--- config.mk ---
export PLATFORM = sky130hd
export DESIGN_NAME = step_arbiter_ctrl
export DESIGN_NICKNAME = d
export VERILOG_FILES = /design/src/rtl/step_arbiter_ctrl_pkg.sv /design/src/rtl/step_arbiter_ctrl_rr_arb2.sv /design/src/rtl/step_arbiter_ctrl.sv
export SDC_FILE = /design/constraint.sdc
export NUM_CORES = 1
export LEC_CHECK = 0
export CORE_ASPECT_RATIO = 0.6
export CORE_MARGIN = 2
export CORE_UTILIZATION = 43
export CTS_CLUSTER_SIZE = 8
export DETAILED_ROUTE_END_ITERATION = 10
export PLACE_DENSITY = 0.75
export SLEW_MARGIN = 20
export SYNTH_ARGS = -nofsm -noshare
export SYNTH_HDL_FRONTEND = slang
export SYNTH_SLANG_ARGS = --single-unit
--- constraint.sdc ---
create_clock -name clck -period 1.55 [get_ports clck]
set_clock_uncertainty 0.15 [all_clocks]
set_input_delay 0.155 -clock clck [delete_from_list [all_inputs] [get_ports clck]]
set_output_delay 0.155 -clock clck [all_outputs]
set_load 0.01 [all_outputs]
--- src/rtl/step_arbiter_ctrl_pkg.sv ---
// Shared definitions for the two-requester step machine arbiter/controller.
package step_arbiter_ctrl_pkg;
   localparam int   STEP_W_DEF = 4;
   localparam int   WRAP_W_DEF = 4;
   localparam logic DIR_UP     = 1'b1;
   localparam logic DIR_DN     = 1'b0;

   typedef enum logic [1:0] {
      IDLE = 2'd0,
      LOAD = 2'd1,
      RUN  = 2'd2,
      DONE = 2'd3
   } state_t;
endpackage

--- src/rtl/step_arbiter_ctrl_rr_arb2.sv ---
// Two-way round-robin picker: rr_ptr breaks the tie when both request.
module rr_arb2 (
   input  logic req0,
   input  logic req1,
   input  logic rr_ptr,
   output logic winner,
   output logic valid
);
   always_comb begin
      valid  = req0 | req1;
      winner = 1'b0;
      if (req0 && req1) winner = rr_ptr;
      else if (req1)    winner = 1'b1;
   end
endmodule

--- src/rtl/step_arbiter_ctrl.sv ---
// Grants the shared step machine to one of two requesters, runs it for the
// latched step count, counts wrap-arounds and pulses done per requester.
module step_arbiter_ctrl
   import step_arbiter_ctrl_pkg::*;
#(
   parameter int STEP_W = STEP_W_DEF,
   parameter int WRAP_W = WRAP_W_DEF
) (
   input  logic              clck,
   input  logic              rst,
   input  logic              req0,
   input  logic              dir0,
   input  logic [STEP_W-1:0] steps0,
   input  logic              req1,
   input  logic              dir1,
   input  logic [STEP_W-1:0] steps1,
   output logic              gnt0,
   output logic              gnt1,
   output logic              done0,
   output logic              done1,
   output logic              busy,
   output logic              ctr_a,
   output logic              ctr_en,
   input  logic [2:0]        ctr_y,
   output logic [WRAP_W-1:0] wraps
);
   state_t            state, state_n;
   logic              owner, dir_q, rr_ptr;
   logic [STEP_W-1:0] cnt;
   logic              win, win_vld;
   logic              req_g, abort, pick, gnt_act, wrap_hit;

   rr_arb2 u_arb (
      .req0   (req0),
      .req1   (req1),
      .rr_ptr (rr_ptr),
      .winner (win),
      .valid  (win_vld)
   );

   always_comb begin
      req_g    = owner ? req1 : req0;
      abort    = ((state == LOAD) || (state == RUN)) && !req_g;
      pick     = (state == IDLE) && win_vld;
      gnt_act  = (state != IDLE) && !abort;
      wrap_hit = (ctr_a == DIR_UP) ? (ctr_y == 3'b111) : (ctr_y == 3'b000);
   end

   always_comb begin
      state_n = state;
      case (state)
         IDLE: if (win_vld) state_n = LOAD;
         LOAD: begin
            if (abort)                state_n = IDLE;
            else if (cnt == '0)       state_n = DONE;
            else                      state_n = RUN;
         end
         RUN: begin
            if (abort)                    state_n = IDLE;
            else if (cnt == STEP_W'(1))   state_n = DONE;
         end
         DONE:    state_n = IDLE;
         default: state_n = IDLE;
      endcase
   end

   always_ff @(posedge clck or negedge rst) begin
      if (!rst) state <= IDLE;
      else      state <= state_n;
   end

   // Winner's request fields are latched once; later changes are ignored.
   always_ff @(posedge clck or negedge rst) begin
      if (!rst) begin
         owner  <= 1'b0;
         dir_q  <= 1'b0;
         cnt    <= '0;
         rr_ptr <= 1'b0;
      end else begin
         if (pick) begin
            owner <= win;
            dir_q <= win ? dir1 : dir0;
            cnt   <= win ? steps1 : steps0;
         end else if (state == RUN) begin
            cnt <= cnt - 1'b1;
         end
         if (abort || (state == DONE)) rr_ptr <= ~owner;
      end
   end

   // All outputs are registered from the current state, so a grant becomes
   // visible the cycle after LOAD and an abort clears them one edge later.
   always_ff @(posedge clck or negedge rst) begin
      if (!rst) begin
         gnt0   <= 1'b0;
         gnt1   <= 1'b0;
         done0  <= 1'b0;
         done1  <= 1'b0;
         busy   <= 1'b0;
         ctr_a  <= 1'b0;
         ctr_en <= 1'b0;
         wraps  <= '0;
      end else begin
         gnt0   <= gnt_act && !owner;
         gnt1   <= gnt_act && owner;
         done0  <= (state == DONE) && !owner;
         done1  <= (state == DONE) && owner;
         busy   <= (state_n != IDLE);
         ctr_a  <= gnt_act ? dir_q : DIR_DN;
         ctr_en <= (state == RUN) && !abort;
         if (pick)
            wraps <= '0;
         else if (ctr_en && wrap_hit && (wraps != {WRAP_W{1'b1}}))
            wraps <= wraps + 1'b1;
      end
   end
endmodule

# After elaboration in Yosys (flattened, before gate mapping)
# Index checks and enable logic that the tools add are counted.
# word_totals
latchBits	0
elab_cells	63
regBits	20
mem_bits_rw	0
romBits	0
n_memories	0
# op_classes
shifts	0
addsub	2
bitwise	2
n_mul	0
order_cmp	0
mux	17
n_reduce_logical	23
div_mod_pow	0
n_eq_ne	6
# op_table
cell	count
$mux W4	5
$logic_and A1 B1 Y1	11
$mux W2	4
$pmux W2 S4	1
$reduce_bool A2 Y1	4
$mux W1	7
$add A4 B1 Y4 const B	1
$eq A2 B2 Y1 const B	2
$eq A4 B1 Y1 const B	1
$logic_not A4 Y1	1
$ne A4 B4 Y1 const B	1
$sub A4 B1 Y4 const B	1
$eq A3 B3 Y1 const B	1
$logic_not A1 Y1	3
$logic_not A3 Y1	1
$eq A2 B1 Y1 const B	1
$logic_not A2 Y1	1
$logic_or A1 B1 Y1	2
$not A1 Y1	1
$or A1 B1 Y1	1

# Logic depth before layout (Yosys ltp)
# depth
word_depth	6
depth_mapped	7
ltp_nobuf	6

# Cells and area by module
# A second synthesis with hierarchy kept.
# unflattened
hier_cells	111
hier_area_um2	1073.5
# by_module_without_submodules
mod	seq_area_each_um2	area_per_inst_um2	cells_per_inst	n_inst
step_arbiter_ctrl	500.5	1056.0	108	1
rr_arb2	0.0	17.5	3	1

# Worst setup path after synthesis
# OpenSTA, ideal clock, no wires.
# synth_timing
kind	reg2reg
from	register state[0]
to	register cnt[3]
path_stages_with_launch	8
required_ns	1.323
arrival_ns	1.384
path_slack_ns	-0.062
setup_ns	0.077
n_path_buf	1
cell_sequence	dfrtp_1 > inv_1 > ha_1 > buf_2 > nor4b_1 > xor2_1 > nor2_1 > a21oi_1
# synth_between
elab_chain_cells	3
# synth_rtl
element	line	source
start: declaration	step_arbiter_ctrl.sv:27	state_t state, state_n;
start signal: assignment	step_arbiter_ctrl.sv:69	else state <= state_n;
$logic_not A2 Y1	step_arbiter_ctrl.sv:44	pick = (state == IDLE) && win_vld;
$logic_and A1 B1 Y1	step_arbiter_ctrl.sv:44	
$mux W4 or $reduce_bool A2 Y1 (tied branches)	-	
end signal: assignment	step_arbiter_ctrl.sv:83	cnt <= win ? steps1 : steps0;
end signal: assignment	step_arbiter_ctrl.sv:85	cnt <= cnt - 1'b1;
end: declaration	step_arbiter_ctrl.sv:29	logic [STEP_W-1:0] cnt;
# Parallel ways exist; a longest one is shown, timed or not.
# A chain may end at the register's enable or synchronous reset.

# Worst setup path after layout
# layout_timing
from	register cnt[1]
to	register state[1]
# layout_between
elab_chain_cells	4
# layout_rtl
element	line	source
$eq A4 B1 Y1	step_arbiter_ctrl.sv:60	else if (cnt == STEP_W'(1)) state_n = DONE;
$mux W2	step_arbiter_ctrl.sv:60	
$mux W2	step_arbiter_ctrl.sv:59	if (abort) state_n = IDLE;
$pmux W2 S4	step_arbiter_ctrl.sv:51	case (state)
named net state_n[1]	step_arbiter_ctrl.sv:27	
# The timed path passes the listed nets, and every way through them passes these cells.

==> impl_results.md <==
* Die X at 68.6 um
* Starting Density at 47.6%
* Slowest cell on the critical path: dfrtp_1
* Post-DR wirelength/cell at 14.7 um
* Pre-antenna DRT Iters at 4
* Gr ovfl total at 0
* Placed cell count at 183
* Total number of vias at 1018
* Most frequent cells in the layout: clkdlybuf4s50_1, buf_4, dfrtp_1
* Final Non-Filler Cells at 188
* Final-stage net count at 184
* Hold/Removal Path Class: input port to asynchronous set/reset pin
* CP Class: flip-flop to flip-flop
* # IOs at 28
* Final ANT Viol Nets at 0
* Clock H-tree levels at 1
* Synth cell types at 30
* P&R area growth vs syn at 55.2%
* Worst reg2reg endpoint: state[1]$_DFF_PN0_
* Setup_tns at 0 ns
* Ratio of total power to cell area at 1630 mW/mm^2
* Syn_nets at 133
* CTS buffer count at 3
* Drt via density at 5.41
* Die area at 0.00293 sq mm
* Hold buffer count at cts at 0
* CP Capture Type: flip-flop
* Cell Rows at 13
* Fin crit period at 1.50 ns
* Clock slew at reported path FFs at 0.07 ns
* Number of global-route vias before repair at 975
* Max transition margin at 73.5%
* Lkg Pwr at 0.794 nW
* Die height at 42.8 um
* Endpoints failing setup at 0
* Post-Syn Area at 0.00108 sq mm
* Status: complete, no violations
* Power Total at 2.73 mW
* Worst R2R Setup Slack at 0.05 ns
* # diodes at 0
* Max Cap Viol at 0
* Clk root buf: clkbuf_8
* DRC errors left at 0
* TritonCTS Sinks at 20
* Worst EP arrival at 1.49 ns
* Reg2reg path depth at 6
* Yosys reg bits at 20
* Final core occ at 73.9%
* Fmax at 668 MHz
* Clk buf depth at 2
* Average size of a mapped cell at 9.97 sq um
* Port Buffers at 27
* Max-slew violations at 0
* Critical R2R Launch: cnt[1]$_DFFE_PN0P_
* Final Hold Fails at 0
* Placed wire-length estimate at 2.03 mm
* CTS tree: yes
* GP Congestion at 0.828
* Final worst slack at 0.0526 ns
* Initial antenna violation count at 0
* Register area share after synthesis at 46.5%
* Aggregate routed wire length at 2.77 mm
* CP max stage delay at 0.36 ns
* First-pass GRT wire length at 4.41 mm
* Fin crit share at 96.6%
* Clk Latency, worst-skew pair at 0.27 ns
* Cell area after layout at 0.00167 sq mm
* RSZ-0062 raised after global routing: true
* Pin count of the biggest net entering global routing at 21
* Placed Area at 0.00154 sq mm
* Fill count at 161
* Critical Path Source Type: flip-flop
* DRT iter0 DRCs at 49
* Fraction of layout instances using a drive strength above 1 at 25.9%
* CP required at 1.54 ns
* Setup WS pre-CTS at -0.233 ns
* Hold WS at 0.0681 ns
* Worst-path fanout max at 2
* Post-Synthesis Cells at 108
* Core area at 0.00226 sq mm
* Yosys warns at 0
* Worst vdd ir at 0.00118 V
* Global Route Usage Sum at 21.0%
* Worst Max-Slew Pin Slew at 0.393 ns
* Crit path cell chain: inv_1 > ha_1 > nor3b_2 > o21a_1 > o21ai_0 > o41ai_1
-- kinds of logic (layout without fill, tap and decap cells) --
kind of cell	count (synthesis)	count (layout)	synth area share (%)
buf+inv	10	60	3.72
mux	7	7	6.50
fa+ha+maj	8	8	9.29
simple gates	33	33	16.3
compound gates	26	26	14.5
flops	20	20	46.5
xor+xnor	4	4	3.25
-- cells in the mapped netlist --
master / count / area, sq um
dfrtp_1: 20 / 500
o21ai_0: 11 / 55.1
nand2_1: 10 / 37.5
ha_1: 8 / 100
inv_1: 7 / 26.3
mux2i_1: 7 / 70.1
a21oi_1: 6 / 30.0
nor2_1: 6 / 22.5
and2_1: 4 / 25.0
nand3_1: 3 / 15.0
xor2_1: 3 / 26.3
buf_2: 2 / 10.0
nor2b_1: 2 / 12.5
o22ai_1: 2 / 12.5
or3_1: 2 / 12.5
a211oi_1: 1 / 7.51
and4_2: 1 / 10.0
clkbuf_1: 1 / 3.75
nor3_1: 1 / 5.00
nor3b_1: 1 / 7.51
nor4_1: 1 / 6.26
nor4_2: 1 / 12.5
nor4b_1: 1 / 8.76
o211ai_2: 1 / 12.5
o21a_1: 1 / 7.51
o21ai_1: 1 / 5.00
o21ai_2: 1 / 8.76
o31a_1: 1 / 8.76
o41ai_1: 1 / 8.76
xnor2_1: 1 / 8.76
-- layer usage --
| layer | GRT usage [%] | share of wire, % | up-vias |
|---|---|---|---|
| li1 | - | - | 478 |
| met1 | 25.4 | 41 | 478 |
| met2 | 34.0 | 48 | 47 |
| met3 | 5.84 | 7.2 | 15 |
| met4 | 10.0 | 3.9 | 0 |
| met5 | 0 | 0 | - |
-- timing repair --
| action | in CTS | in global routing |
|---|---|---|
| pin swaps | 0 | 5 |
| buffers inserted | 0 | 1 |
| setup endpoints to repair | 5 | 12 |
| resized for setup | 4 | 13 |
| hold endpoints to repair | 0 | 0 |
-- critical path: cells and delay by family (launching register included) --
family	cells	cell delay, ns
fa+ha+maj	1	0.17
buf+inv	1	0.06
flops	1	0.36
simple gates	1	0.16
compound gates	3	0.47
-- flip-flops by register name (all words and copies together), names as in the netlist --
| signal | flops |
|---|---|
| busy | 1 |
| cnt | 4 |
| ctr_a | 1 |
| ctr_en | 1 |
| dir_q | 1 |
| done0 | 1 |
| done1 | 1 |
| gnt0 | 1 |
| gnt1 | 1 |
| owner | 1 |
| rr_ptr | 1 |
| state | 2 |
| wraps | 4 |
-- layout make-up --
cell class	instances	area [sq um]	area share, %
multi-input cells	78	599	35.9
flip-flops and latches	20	500	29.9
repair buffers	49	437	26.1
clock buffers	3	41.3	2.47
well taps	30	37.5	2.25
clock inverters	1	30.0	1.80
inverters	7	26.3	1.57
-- worst max path at each step --
stage / end / startpoint
floorplan: wraps[3]$_DFFE_PN0P_ / wraps[0]$_DFFE_PN0P_
global placement: wraps[3]$_DFFE_PN0P_ / ctr_y[1]
detailed placement: wraps[3]$_DFFE_PN0P_ / ctr_y[1]
CTS: busy$_DFF_PN0_ / cnt[1]$_DFFE_PN0P_
global route: wraps[3]$_DFFE_PN0P_ / wraps[0]$_DFFE_PN0P_
finish: state[1]$_DFF_PN0_ / cnt[1]$_DFFE_PN0P_
-- where the power goes --
part	leakage, nW	total [mW]	switching, mW	internal (mW)
Clock	0.0357	0.530	0.185	0.345
Sequential	0.256	0.829	0.128	0.701
Combinational	0.503	1.37	0.672	0.695
Power figures use the tool's default switching activity.
